[src/rtl/fpadd_norm.sv]
// fpadd_norm: post-add normalize / round / pack stage of the FP adder, 2-stage valid/ready pipeline.
// Optional build macro: FPADD_NORM_ROUND_EN selects round-to-nearest-even (truncation otherwise).
`default_nettype none

module fpadd_norm #(
  parameter int wE = 4,
  parameter int wF = 5
) (
  input  logic             clk,
  input  logic             rst_n,
  input  logic             in_valid,
  output logic             in_ready,
  input  logic             in_sign,
  input  logic [wE-1:0]    in_exp,
  input  logic [wF+3:0]    in_mant,
  output logic             out_valid,
  input  logic             out_ready,
  output logic [wE+wF:0]   out_res,
  output logic             out_ovf,
  output logic             out_unf
);

  localparam int MW  = wF + 2;
  localparam int LZW = $clog2(wF + 3);
  localparam int EW  = ((wE + 1 > LZW) ? wE + 1 : LZW) + 2;
  localparam logic [EW-1:0] EMAX = EW'((1 << wE) - 1);

  logic            w_adv;
  logic [MW:0]     w_m1;
  logic [wE:0]     w_e1;
  logic [LZW-1:0]  w_lz;
  logic            w_zero;

  logic            v1_q;
  logic            sign1_q;
  logic            zero1_q;
  logic [wE:0]     e1_q;
  logic [MW:0]     m1_q;
  logic [LZW-1:0]  lz1_q;

  logic            out_valid_q;
  logic [wE+wF:0]  res_q, res_d;
  logic            ovf_q, ovf_d;
  logic            unf_q, unf_d;

  assign w_adv     = !out_valid_q || out_ready;
  assign in_ready  = w_adv;
  assign out_valid = out_valid_q;
  assign out_res   = res_q;
  assign out_ovf   = ovf_q;
  assign out_unf   = unf_q;

  // Carry-out: shift right one and fold the dropped guard into sticky; else count leading zeros on {h,f,g}.
  always_comb begin
    w_m1 = in_mant[MW:0];
    w_e1 = {1'b0, in_exp};
    w_lz = LZW'(MW);
    for (int i = 0; i < MW; i++) begin
      if (in_mant[i+1]) w_lz = LZW'(MW - 1 - i);
    end
    if (in_mant[wF+3]) begin
      w_m1 = {1'b1, in_mant[wF+2:2], in_mant[1] | in_mant[0]};
      w_e1 = {1'b0, in_exp} + 1'b1;
      w_lz = '0;
    end
    w_zero = ~|w_m1;
  end

  logic [MW-1:0]  w_sh;
  logic [wF:0]    w_sig;
  logic [EW-1:0]  w_en;
  logic [EW-1:0]  w_enr;
  logic [wF-1:0]  w_frac;
  logic           w_unused;
  logic           w_unf;
  logic           w_ovf;

  assign w_sh  = m1_q[MW:1] << lz1_q;
  assign w_sig = w_sh[MW-1:1];
  assign w_en  = EW'(e1_q) - EW'(lz1_q);

`ifdef FPADD_NORM_ROUND_EN
  logic        w_inc;
  logic [wF+1:0] w_sum;
  assign w_inc    = w_sh[0] & (m1_q[0] | w_sig[0]);
  assign w_sum    = {1'b0, w_sig} + (wF+2)'(w_inc);
  // A carry past the hidden bit leaves the fraction at zero and bumps the exponent.
  assign w_frac   = w_sum[wF+1] ? '0 : w_sum[wF-1:0];
  assign w_enr    = w_en + EW'(w_sum[wF+1]);
  assign w_unused = w_sum[wF];
`else
  assign w_frac   = w_sig[wF-1:0];
  assign w_enr    = w_en;
  assign w_unused = ^{w_sh[0], m1_q[0], w_sig[wF]};
`endif

  assign w_unf = w_enr[EW-1] || (w_enr == '0);
  assign w_ovf = !w_unf && (w_enr > EMAX);

  always_comb begin
    res_d = {sign1_q, w_enr[wE-1:0], w_frac};
    ovf_d = 1'b0;
    unf_d = 1'b0;
    if (zero1_q) begin
      res_d = '0;
    end else if (w_unf) begin
      res_d = {sign1_q, {(wE+wF){1'b0}}};
      unf_d = 1'b1;
    end else if (w_ovf) begin
      res_d = {sign1_q, {(wE+wF){1'b1}}};
      ovf_d = 1'b1;
    end
  end

  always_ff @(posedge clk or negedge rst_n) begin
    if (!rst_n) begin
      v1_q        <= 1'b0;
      sign1_q     <= 1'b0;
      zero1_q     <= 1'b0;
      e1_q        <= '0;
      m1_q        <= '0;
      lz1_q       <= '0;
      out_valid_q <= 1'b0;
      res_q       <= '0;
      ovf_q       <= 1'b0;
      unf_q       <= 1'b0;
    end else if (w_adv) begin
      v1_q        <= in_valid;
      out_valid_q <= v1_q;
      if (in_valid) begin
        sign1_q <= in_sign;
        zero1_q <= w_zero;
        e1_q    <= w_e1;
        m1_q    <= w_m1;
        lz1_q   <= w_lz;
      end
      if (v1_q) begin
        res_q <= res_d;
        ovf_q <= ovf_d;
        unf_q <= unf_d;
      end
    end
  end

endmodule

`default_nettype wire

[config.mk]
export PLATFORM = sky130hd
export DESIGN_NAME = fpadd_norm
export DESIGN_NICKNAME = d
export VERILOG_FILES = /design/src/rtl/fpadd_norm.sv
export SDC_FILE = /design/constraint.sdc
export NUM_CORES = 1
export LEC_CHECK = 0
export ABC_AREA = 1
export BUFFER_PORTS_ARGS = -buffer_cell sky130_fd_sc_hd__buf_2
export CAP_MARGIN = 20
export CORE_ASPECT_RATIO = 1.5
export CORE_MARGIN = 3
export CORE_UTILIZATION = 50
export DETAILED_ROUTE_END_ITERATION = 6
export GPL_ROUTABILITY_DRIVEN = 0
export PLACE_DENSITY = 0.73
export SETUP_SLACK_MARGIN = 0.1
export SYNTH_ARGS = -nofsm -noshare
export SYNTH_HDL_FRONTEND = slang
export SYNTH_SLANG_ARGS = --single-unit
[constraint.sdc]
create_clock -name clk -period 2.6 [get_ports clk]
set_input_delay 0.52 -clock clk [delete_from_list [all_inputs] [get_ports clk]]
set_output_delay 0.52 -clock clk [all_outputs]
set_load 0.005 [all_outputs]
Word level (Yosys, flattened, before mapping)
Index checks and enable logic that the tools add are counted.
{ "totals": {"regBits": 32, "latchBits": 0, "ram_bits": 0, "mem_bits_ro": 0, "input_bits": 18, "out_inout_bits": 14, "elab_cells": 43, "mem_count": 0} }
{ "op_classes": {"n_addsub": 2, "mul": 0, "n_div": 0, "n_lt_le_gt_ge": 1, "eq_ne": 0, "n_shift": 1, "n_mux": 18, "n_bitwise": 1, "n_reduce_logical": 10} }
{ "op_table": {"columns": ["op", "n"], "rows": [
  ["two-way mux 3 bit", 6],
  ["two-way mux 9 bit", 2],
  ["two-way mux 10 bit", 1],
  ["two-way mux 8 bit", 1],
  ["OR reduction 8 bit", 1],
  ["> comparator 7 x 4 -> 1 bit (second input constant)", 1],
  ["zero test 7 bit", 1],
  ["<< shifter 7 x 3 -> 6 bit", 1],
  ["two-way mux 1 bit", 6],
  ["subtractor 5 x 3 -> 6 bit", 1],
  ["adder 4 x 1 -> 5 bit (second input constant)", 1],
  ["two-way mux 5 bit", 1],
  ["AND reduction 2 bit", 2],
  ["zero test 1 bit", 3],
  ["logical OR 1 bit", 2],
  ["two-way mux 2 bit", 1],
  ["logical AND 1 bit", 1],
  ["bitwise OR 1 bit", 1]
]} }

Depth between registers and ports, before layout
{ "logic_depth": {"depth_word": 8, "mapped_depth": 13} }

Worst setup path before layout
Ideal clock, no wire load.
{ "synth_timing": {"path_type": "flip-flop to flip-flop", "from": "reg lz1_q[0]", "to": "reg res_q[4], in the netlist out_res[4]", "arrival_time_ps": 1621, "required_ps": 2482, "setup_slack_ps": 861, "path_stages_with_launch": 10, "n_path_buf": 0, "path_cell_list": "dfrtp_1 > ha_1 > fa_1 > nand2_1 > inv_1 > nand2_1 > nor2_2 > nand2_4 > nand4_1 > nand2_1"} }
{ "synth_between": {"elab_chain_cells": 8} }
{ "synth_rtl": {"columns": ["item", "line", "source"], "rows": [
  ["start, declared", "39", "logic [LZW-1:0] lz1_q;"],
  ["start signal, assigned", "135", "lz1_q <= w_lz;"],
  ["branches (longest 6 deep; another with > comparator 7 x 4 -> 1 bit)", null, null],
  ["two-way mux 9 bit *", "106", "end else if (w_unf) begin"],
  ["two-way mux 10 bit *", "104", "if (zero1_q) begin"],
  ["end signal, assigned", "138", "res_q <= res_d;"],
  ["end, declared", "42", "logic [wE+wF:0] res_q, res_d;"]
]} }
Mark *: on every way between the ends.
A chain may end at the register's enable or synchronous reset.

Final worst setup path
{ "layout_timing": {"from": "reg lz1_q[2]", "to": "reg res_q[8], in the netlist out_res[8]"} }
{ "layout_between": {"elab_chain_cells": 8} }
{ "layout_rtl": {"columns": ["item", "line", "source"], "rows": [
  ["subtractor 5 x 3 -> 6 bit *", "80", "assign w_en = EW'(e1_q) - EW'(lz1_q);"],
  ["branches (longest 5 deep; another with > comparator 7 x 4 -> 1 bit)", null, null],
  ["two-way mux 9 bit *", "106", null],
  ["two-way mux 10 bit *", "104", null]
]} }
Marks and branches as above.

==> reports/metrics.csv <==
metric,value,unit
outcome,finished clean,
critical_path.endpoint,out_res[8],
reg2reg_depth,8,
postCtsHoldBufs,0,
fp.dieW,54.4,µm
final_hold_viol_count,0,
power.density,813,nW/µm²
drive_above_1_share,19.7,%
drv_cap,0,
io_pins,32,
critPathCaptureType,register,
die_area,4270,µm²
hpwl,2720,µm
drt_iter0_markers,16,
criticalPathCategory,register to register,
max_freq,0.489,GHz
yosysWarnings,0,
timing.hold.ws,0.267,ns
vias_per_cell,5.19,
leakagePower,0.00110,µW
cts_root_buf,clkbuf_8,
cts_sinks,30,
slew_violations,0,
start_util,54.0,%
ys_ff_latch,30,
clk_latency,0.28,ns
ant_nets,0,
dp.cells,297,
dpl_cell_area,1900,µm²
track_usage,19.6,%
grt_pass1_wl,6410,µm
max_slew_margin,56.1,%
clk_pin_slew,0.06,ns
hold_path_class,primary input to async pin,
ys_seq_area_share,42.8,%
cts.path.max_buffers,2,
cts_resized,0,
r2r-start,lz1_q[2],
period_share,78.7,%
grt_overflow_total,0,
finalWirelength,3490,µm
portBuffers,31,
grt_max_degree,31,
cp.required,2.77,ns
worst_pin_slew,0.657,ns
first_pass_iters,4,
cts_tree,yes,
nets,287,
coreArea,3250,µm²
peakVddDrop,0.434,mV
h-tree-depth,2,
rrSetupSlack,0.55,ns
tns,0,ns
cp-start-kind,register,
netlist_area,1760,µm²
die_y,78.6,µm
rsz0062_at_grt,false,
num_rows,25,
synth.distinct_cells,27,
post_cts_buffers,0,
fin_crit,2.05,ns
grt_antenna_before_repair,0,
r2r-end,out_res[8],
setup-violations-final,0,
startpoint,lz1_q[2],
syn-num-nets,256,
drc,0,
syn_to_final_growth,14.7,%
syn_inst,233,
worst-path-max-fanout,11,
vias,1577,
fin_cells,304,
grt_pass1_vias,1585,
antennaDiodeCount,0,
numCtsBuffers,5,
design_area,2010,µm²
synth.avg_cell_area,7.53,µm²
finClkSkew,0.00741,ns
arrival,2.21,ns
routedWlPerCell,11.5,µm
worst min path at each step:
| stage | start | end |
|---|---|---|
| finish | rst_n | out_ovf |
| global route | rst_n | v1_q |
| CTS | rst_n | out_valid |
| detailed placement | out_res[2] | out_res[2] |
| global placement | sign1_q | sign1_q |
| floorplan | rst_n | e1_q[0] |
power breakdown:
group	total (µW)	switching [µW]	leakage [µW]	internal, µW
registers	661	72.8	0.000376	588
logic	505	296	0.000669	208
clock network	471	165	0.0000573	306
total	1640	534	0.00110	1100
Yosys cell counts:
| cell type | number | share of area (%) |
|---|---|---|
| nand2_1 | 79 | 17 |
| dfrtp_1 | 30 | 43 |
| inv_1 | 24 | 5.1 |
| nand3_1 | 22 | 6.3 |
| o21ai_0 | 14 | 4.0 |
| nand4_1 | 11 | 3.9 |
| nor2_1 | 11 | 2.4 |
| buf_6 | 4 | 2.6 |
| ha_1 | 4 | 2.9 |
| o21ai_1 | 4 | 1.1 |
| a21oi_1 | 3 | 0.86 |
| buf_2 | 3 | 0.86 |
| nand2_2 | 3 | 1.1 |
| nor2_2 | 3 | 1.1 |
| o22ai_1 | 3 | 1.1 |
| a31oi_1 | 2 | 0.71 |
| inv_2 | 2 | 0.43 |
| nand2_4 | 2 | 1.3 |
| a22o_1 | 1 | 0.50 |
| and3_1 | 1 | 0.36 |
| fa_1 | 1 | 1.1 |
| inv_4 | 1 | 0.36 |
| nor3_2 | 1 | 0.57 |
| o31ai_1 | 1 | 0.43 |
| o31ai_2 | 1 | 0.71 |
| or2_0 | 1 | 0.36 |
| or2_2 | 1 | 0.36 |
cells in the final DEF, fill, tap and decap left out, types with 2 or more instances in the layout:
| cell | netlist | routed |
|---|---|---|
| nand2_1 | 79 | 79 |
| buf_2 | 3 | 31 |
| dfrtp_1 | 30 | 30 |
| inv_1 | 24 | 24 |
| nand3_1 | 22 | 22 |
| o21ai_0 | 14 | 14 |
| nand4_1 | 11 | 11 |
| nor2_1 | 11 | 11 |
| clkbuf_8 | 0 | 6 |
| o21ai_1 | 4 | 4 |
| ha_1 | 4 | 4 |
| nor2_2 | 3 | 3 |
| nand2_2 | 3 | 3 |
| a21oi_1 | 3 | 3 |
| o22ai_1 | 3 | 3 |
| nand2_4 | 2 | 2 |
| inv_2 | 2 | 2 |
| a31oi_1 | 2 | 2 |
cell families after synthesis:
kind of cell    Yosys count  share of synthesized area [%]
compound gates           29                           9.41
fa+ha+maj                 5                           3.99
buf+inv                  34                           9.34
flops                    30                           42.8
simple gates            135                           34.5
layer usage:
layer  routed length, µm  track usage (%)  up-vias
li1                    -                -      823
met1                1430             22.4      704
met2                1810             34.1       42
met3                 158             3.04        8
met4                  84             8.98        0
met5                   0                0        -
critical path: stages (launching register included):
cell,delay (ns)
dfrtp_1,0.41
inv_1,0.18
ha_1,0.31
a21oi_1,0.20
nand3_1,0.33
nand2_2,0.27
nand2_1,0.07
nand4_1,0.08
nand2_1,0.07
state kept, by name, summed over array words and instances (netlist names):
name / cells
sign1_q: 1
out_res: 10
out_valid: 1
out_ovf: 1
zero1_q: 1
lz1_q: 3
v1_q: 1
m1_q: 6
e1_q: 5
out_unf: 1
final cells by class:
class                      count  area [µm²]
tap                           40        50.0
inverter                      27         104
clock inverter                 1        30.0
clock buffer                   6        82.6
timing repair buffer          31         155
sequential                    30         751
fill                         315        1240
multi-input combinational    169         841
stage by stage:
stage               utilization [%]  power (µW)  worst slack [ns]
detailed placement             58.4        1180             0.595
global route                   61.9        1780             0.290
CTS                            61.9        1650             0.573
global placement               58.4        1170             0.631
finish                         61.9        1640             0.554
floorplan                         -        1010             0.861
No activity file was read; power rests on OpenSTA's default activity.
